$ cat config.mk
export PLATFORM = sky130hd
export DESIGN_NAME = crossbar_switch_alloc_flat
export DESIGN_NICKNAME = d
export VERILOG_FILES = /design/src/rtl/crossbar_switch_alloc_if.sv /design/src/rtl/crossbar_switch_alloc.sv /design/src/flat_wrapper.sv
export SDC_FILE = /design/constraint.sdc
export NUM_CORES = 1
export LEC_CHECK = 0
export BUFFER_PORTS_ARGS = -buffer_cell sky130_fd_sc_hd__buf_2
export CAP_MARGIN = 20
export CORE_MARGIN = 5
export CORE_UTILIZATION = 50
export DETAILED_ROUTE_END_ITERATION = 12
export GPL_TIMING_DRIVEN = 1
export PLACE_DENSITY_LB_ADDON = 0.25
export SYNTH_ARGS = -nofsm -noshare
export SYNTH_HDL_FRONTEND = slang
export SYNTH_SLANG_ARGS = --single-unit
export TNS_END_PERCENT = 100
$ cat constraint.sdc
create_clock -name clk_i -period 7.05 [get_ports clk_i]
set_input_delay 1.7625 -clock clk_i [delete_from_list [all_inputs] [get_ports clk_i]]
set_output_delay 1.7625 -clock clk_i [all_outputs]
set_load 0.01 [all_outputs]
$ cat src/rtl/crossbar_switch_alloc_if.sv
// Control bundle between the switch allocator, the input buffers and the crossbar.
// master = allocator side, slave = input buffers / crossbar / downstream side.
interface crossbar_switch_alloc_if #(
  parameter int unsigned N_PORTS = 5,
  parameter int unsigned SEL_W   = 3
);
  logic [N_PORTS-1:0]       req_valid_i;
  logic [N_PORTS*SEL_W-1:0] req_dir_i;
  logic [N_PORTS-1:0]       req_tail_i;
  logic [N_PORTS-1:0]       out_ready_i;
  logic [N_PORTS-1:0]       pop_o;
  logic [N_PORTS*SEL_W-1:0] demux_sel_o;
  logic [N_PORTS*SEL_W-1:0] mux_sel_o;
  logic [N_PORTS-1:0]       out_valid_o;
  logic                     err_o;

  modport master (
    input  req_valid_i, req_dir_i, req_tail_i, out_ready_i,
    output pop_o, demux_sel_o, mux_sel_o, out_valid_o, err_o
  );

  modport slave (
    output req_valid_i, req_dir_i, req_tail_i, out_ready_i,
    input  pop_o, demux_sel_o, mux_sel_o, out_valid_o, err_o
  );
endinterface

$ cat src/rtl/crossbar_switch_alloc.sv
// Wormhole switch allocator: one round-robin arbiter per output, grant held from head
// arbitration until the owning input's tail flit pops.
module crossbar_switch_alloc #(
  parameter int unsigned N_PORTS = 5,
  parameter int unsigned SEL_W   = 3
) (
  input logic                     clk_i,
  input logic                     rst_ni,
  crossbar_switch_alloc_if.master bus
);

  typedef enum logic {StIdle, StLocked} state_e;

  state_e             r_state [N_PORTS];
  logic [SEL_W-1:0]   r_owner [N_PORTS];
  logic [SEL_W-1:0]   r_rr    [N_PORTS];

  logic [N_PORTS-1:0]       w_free;
  logic [N_PORTS-1:0]       w_req;
  logic [N_PORTS-1:0]       w_pop;
  logic [N_PORTS-1:0]       w_out_valid;
  logic [N_PORTS*SEL_W-1:0] w_mux_sel;
  logic [N_PORTS*SEL_W-1:0] w_demux_sel;
  logic                     w_err;
  logic [N_PORTS-1:0]       w_gnt_vld;
  logic [SEL_W-1:0]         w_gnt_idx [N_PORTS];

  // Lock-derived outputs and request qualification
  always_comb begin
    w_free      = '1;
    w_req       = '0;
    w_pop       = '0;
    w_out_valid = '0;
    w_mux_sel   = '0;
    w_demux_sel = '0;
    w_err       = 1'b0;
    for (int j = 0; j < N_PORTS; j++) begin
      if (r_state[j] == StLocked) begin
        w_free[r_owner[j]]                            = 1'b0;
        w_out_valid[j]                                = bus.req_valid_i[r_owner[j]];
        w_pop[r_owner[j]]                             = bus.req_valid_i[r_owner[j]] &
                                                        bus.out_ready_i[j];
        w_mux_sel[j*SEL_W +: SEL_W]                   = r_owner[j];
        w_demux_sel[int'(r_owner[j])*SEL_W +: SEL_W]  = SEL_W'(j);
      end
    end
    for (int i = 0; i < N_PORTS; i++) begin
      if (w_free[i] && bus.req_valid_i[i]) begin
        if (bus.req_dir_i[i*SEL_W +: SEL_W] < SEL_W'(N_PORTS)) begin
          w_req[i] = 1'b1;
        end else begin
          w_err = 1'b1;
        end
      end
    end
  end

  // Round-robin search: scan from highest offset down so the lowest offset from rr wins
  always_comb begin
    logic [SEL_W:0]   w_sum;
    logic [SEL_W-1:0] w_cand;
    w_sum  = '0;
    w_cand = '0;
    for (int j = 0; j < N_PORTS; j++) begin
      w_gnt_vld[j] = 1'b0;
      w_gnt_idx[j] = '0;
      for (int k = N_PORTS - 1; k >= 0; k--) begin
        w_sum = {1'b0, r_rr[j]} + (SEL_W+1)'(k);
        if (w_sum >= (SEL_W+1)'(N_PORTS)) begin
          w_sum = w_sum - (SEL_W+1)'(N_PORTS);
        end
        w_cand = w_sum[SEL_W-1:0];
        if (w_req[w_cand] && (bus.req_dir_i[int'(w_cand)*SEL_W +: SEL_W] == SEL_W'(j))) begin
          w_gnt_vld[j] = 1'b1;
          w_gnt_idx[j] = w_cand;
        end
      end
    end
  end

  always_ff @(posedge clk_i or negedge rst_ni) begin
    if (!rst_ni) begin
      for (int j = 0; j < N_PORTS; j++) begin
        r_state[j] <= StIdle;
        r_owner[j] <= '0;
        r_rr[j]    <= '0;
      end
    end else begin
      for (int j = 0; j < N_PORTS; j++) begin
        unique case (r_state[j])
          StIdle: begin
            if (w_gnt_vld[j]) begin
              r_state[j] <= StLocked;
              r_owner[j] <= w_gnt_idx[j];
              r_rr[j]    <= (w_gnt_idx[j] == SEL_W'(N_PORTS - 1)) ? '0 :
                            w_gnt_idx[j] + 1'b1;
            end
          end
          StLocked: begin
            if (w_pop[r_owner[j]] && bus.req_tail_i[r_owner[j]]) begin
              r_state[j] <= StIdle;
            end
          end
          default: r_state[j] <= StIdle;
        endcase
      end
    end
  end

  assign bus.pop_o       = w_pop;
  assign bus.out_valid_o = w_out_valid;
  assign bus.mux_sel_o   = w_mux_sel;
  assign bus.demux_sel_o = w_demux_sel;
  assign bus.err_o       = w_err;

endmodule

$ cat src/flat_wrapper.sv
// flat-port wrapper written by rule: the top's interface ports become plain ports
module crossbar_switch_alloc_flat 
#(
  parameter int unsigned N_PORTS = 5,
  parameter int unsigned SEL_W   = 3
)
  (clk_i, rst_ni, bus_req_valid_i, bus_req_dir_i, bus_req_tail_i, bus_out_ready_i, bus_pop_o, bus_demux_sel_o, bus_mux_sel_o, bus_out_valid_o, bus_err_o);
  crossbar_switch_alloc_if #(.N_PORTS(N_PORTS), .SEL_W(SEL_W)) bus_i ();
  input logic clk_i;
  input logic rst_ni;
  input wire logic [$bits(bus_i.req_valid_i)-1:0] bus_req_valid_i;
  input wire logic [$bits(bus_i.req_dir_i)-1:0] bus_req_dir_i;
  input wire logic [$bits(bus_i.req_tail_i)-1:0] bus_req_tail_i;
  input wire logic [$bits(bus_i.out_ready_i)-1:0] bus_out_ready_i;
  output wire logic [$bits(bus_i.pop_o)-1:0] bus_pop_o;
  output wire logic [$bits(bus_i.demux_sel_o)-1:0] bus_demux_sel_o;
  output wire logic [$bits(bus_i.mux_sel_o)-1:0] bus_mux_sel_o;
  output wire logic [$bits(bus_i.out_valid_o)-1:0] bus_out_valid_o;
  output wire logic [$bits(bus_i.err_o)-1:0] bus_err_o;
  assign bus_i.req_valid_i = bus_req_valid_i;
  assign bus_i.req_dir_i = bus_req_dir_i;
  assign bus_i.req_tail_i = bus_req_tail_i;
  assign bus_i.out_ready_i = bus_out_ready_i;
  assign bus_pop_o = bus_i.pop_o;
  assign bus_demux_sel_o = bus_i.demux_sel_o;
  assign bus_mux_sel_o = bus_i.mux_sel_o;
  assign bus_out_valid_o = bus_i.out_valid_o;
  assign bus_err_o = bus_i.err_o;
  crossbar_switch_alloc #(.N_PORTS(N_PORTS), .SEL_W(SEL_W)) u_core (.clk_i(clk_i), .rst_ni(rst_ni), .bus(bus_i));
endmodule
==> reports/summary.txt <==
Status -> finished clean
Max_cap viols -> 0
Critical Path Max Stage Delay -> 470 ps
Reg2Reg Launch Point -> u_core.r_rr[0]
Clock transition at the registers of the reported paths -> 60 ps
Net Count, Synth -> 1265
Final min period -> 5590 ps
Fill count -> 1679
Total number of vias -> 9488
Largest net degree at the start of global routing -> 36
PortBufs -> 72
Core Box Area -> 17200 um^2
Antenna violations before repair -> 3
Clock sinks -> 35
Post-DP HPWL -> 22.0 mm
Post-Syn Area -> 8700 um^2
Worst hold stages -> 1
CP required -> 5290 ps
Layout Area Growth over Synthesis -> 6.03%
Relative slew margins -> 0.315
DRC Markers -> 0
Initial Utilization -> 0.506
Vias in the first global route -> 8843
R2R cell count -> 15
Hold Path End -> u_core.r_rr[10]
Post_cts resized -> 0
ANT nets after route -> 0
Worst setup EP type -> output port
Die ar. -> 20100 um^2
Synth Area in Compound Gates -> 0.300
Worst slack, placed -> 1520 ps
Finished Core Util -> 0.537
Synth Area per Inst -> 7.50 um^2
CP arrival -> 3830 ps
NumNets Final -> 1291
Worst-Margin Slew -> 1010 ps
Synth unique cells -> 95
Post-synth top cells -> 87 x nor2_1, 82 x nand2_1, 71 x a21oi_1
CP most frequent cell -> buf_2
Routed len/inst -> 20.2 um
Post-synth EDFFs -> 0
Crit-path slowest cell -> mux4_2
Via density per instance -> 6.71
Reg-to-reg slack, setup -> 2360 ps
Num CTS Buffers -> 5
Setup tns final -> 0 ps
Hold_buf cts -> 0
Clk Latency, worst-skew pair -> 300 ps
Count leader, synth -> nor2_1
WS Path Type -> in2out
FP Rows -> 48
Mux contribution to synthesized area -> 0.0961
Global-route wire length before repair -> 46.1 mm
Initial DRC count -> 982
Grt ovf -> 0
Yosys top cell area share -> 0.101
Adder-Cell Fraction of Synth Area -> 0.109
Area contributors post-synth -> dfrtp_1 10%, ha_1 9.8%, a21oi_1 4.1%, mux2i_1 3.9%, nor2_1 3.8%
Fin crit share -> 0.793
Hold crit path type -> reg2reg
Hold Crit Start -> u_core.r_rr[10]
H-tree depth -> 2
Horiz. Die Dim -> 142 um
Layout cell share with drive strength beyond 1 -> 0.132
Max Clk Rate -> 0.179 GHz
CP Max Fanout -> 7
CTS root buffer -> clkbuf_16
Yosys reg bits -> 35
Clk_skew -> 10.3 ps
Area leader, netlist -> dfrtp_1
Final Worst Setup Slack -> 1460 ps
Reg2reg end -> u_core.r_rr[2]
Sequential share of the synthesized area -> 0.101
CTS tree -> yes
Post-synthesis xor/xnor area fraction -> 0.0212
Hold Fails Final Rpt -> 0
Asr flop ratio synth -> 1.00
Worst Setup Start Kind -> primary input
IO Count -> 73
CTS max path bufs -> 2
Post-synthesis simple-gate area fraction -> 0.313
Mapped Cells -> 1160
Combinational family with the most area after synthesis -> simple AND/OR/NAND/NOR gates
RSZ-0062 raised after global routing -> no
Drt pass-1 iters -> 5
Final WL -> 28.6 mm
Synth Flop Type -> dfrtp_1
Die height -> 142 um
Max-slew violations -> 0
Final GP Congestion -> 0.997
Post-CTS Setup Bufs -> 0
GRT Util Overall -> 0.279
CP cell instances -> buf_2 -> mux4_2 -> mux2i_1 -> nand2b_1 -> o22ai_1 -> a21oi_1 -> a21boi_0 -> inv_1 -> buf_2
Synth warn -> 0
Final setup viols -> 0
WHS -> 743 ps
==> cells in the final DEF (no fill, tap or decap), drive strengths merged, types with 8 or more instances in the layout <==
master / synthesis / final
o31ai: 17 / 17
o21a: 17 / 17
o22ai: 19 / 19
nand4: 11 / 11
nand3: 29 / 29
a21o: 14 / 14
nand2b: 29 / 29
or3: 13 / 13
o221ai: 8 / 8
dfrtp: 35 / 35
nor4: 13 / 13
o211ai: 10 / 10
nor2: 88 / 88
and3: 16 / 16
nand4b: 8 / 8
and3b: 9 / 9
mux4: 10 / 10
a22oi: 10 / 10
mux2: 24 / 24
a31oi: 16 / 16
ha: 68 / 68
nor3: 48 / 48
xnor2: 20 / 20
buf: 25 / 73
a21boi: 8 / 8
inv: 65 / 65
or2: 13 / 13
o21ai: 68 / 68
and2: 28 / 28
nand2: 83 / 83
nor3b: 24 / 24
or4bb: 8 / 8
a21oi: 73 / 73
a211oi: 23 / 23
mux2i: 34 / 34
nor2b: 21 / 21
==> routing by layer <==
metal | share of wire | vias to the layer above | track usage
met5 | 0 | - | 0
met4 | 0.029 | 0 | 0.0884
met3 | 0.084 | 65 | 0.0421
met2 | 0.45 | 513 | 0.454
met1 | 0.43 | 4422 | 0.379
li1 | - | 4488 | -
==> worst max path at each step <==
| stage | start | endpoint | slack [ps] |
|---|---|---|---|
| global route | bus_req_valid_i[0] | bus_pop_o[3] | 1310 |
| finish | bus_req_valid_i[0] | bus_pop_o[3] | 1460 |
| floorplan | bus_req_valid_i[3] | bus_pop_o[3] | 2120 |
| CTS | bus_req_valid_i[0] | bus_pop_o[3] | 1510 |
| detailed placement | bus_req_valid_i[0] | bus_pop_o[3] | 1520 |
| global placement | bus_req_valid_i[0] | bus_pop_o[3] | 1540 |
==> logic make-up (layout without fill, tap and decap cells) <==
| kind of cell | Yosys count | count (layout) |
|---|---|---|
| other cells | 0 | 3 |
| mux | 68 | 68 |
| compound gates | 369 | 369 |
| simple gates | 475 | 475 |
| xor+xnor | 21 | 21 |
| flops | 35 | 35 |
| fa+ha+maj | 73 | 73 |
| buf+inv | 119 | 146 |
==> registers in the layout, summed over array words and instances, names as in the netlist <==
register / cells
u_core.r_state: 5
u_core.r_rr: 15
u_core.r_owner: 15
==> critical path, delay by kind of cell <==
family | cells | cell delay (ps)
mux | 2 | 640
buf+inv | 3 | 450
simple gates | 1 | 270
compound gates | 3 | 700
==> final cells by class <==
| cell class | instances | area (um^2) | share of cell area |
|---|---|---|---|
| Multi-Input combinational cell | 1006 | 7310 | 0.792 |
| Sequential cell | 35 | 876 | 0.0950 |
| Timing Repair Buffer | 73 | 368 | 0.0399 |
| Tap cell | 225 | 282 | 0.0305 |
| Inverter | 65 | 244 | 0.0265 |
| Clock buffer | 7 | 133 | 0.0144 |
| Antenna cell | 3 | 7.51 | 0.000814 |
| Clock inverter | 1 | 5.00 | 0.000543 |
==> through the flow <==
| stage | area, um^2 | instances |
|---|---|---|
| after floorplan | 8700 | 1160 |
| after global placement | 9070 | 1403 |
| after detailed placement | 9070 | 1403 |
| after CTS | 9210 | 1411 |
| after global routing | 9220 | 1415 |
| final | 9220 | 1415 |
Power is not shown: default switching activity piles up to over one toggle a cycle in this logic, so the estimate is an artifact.
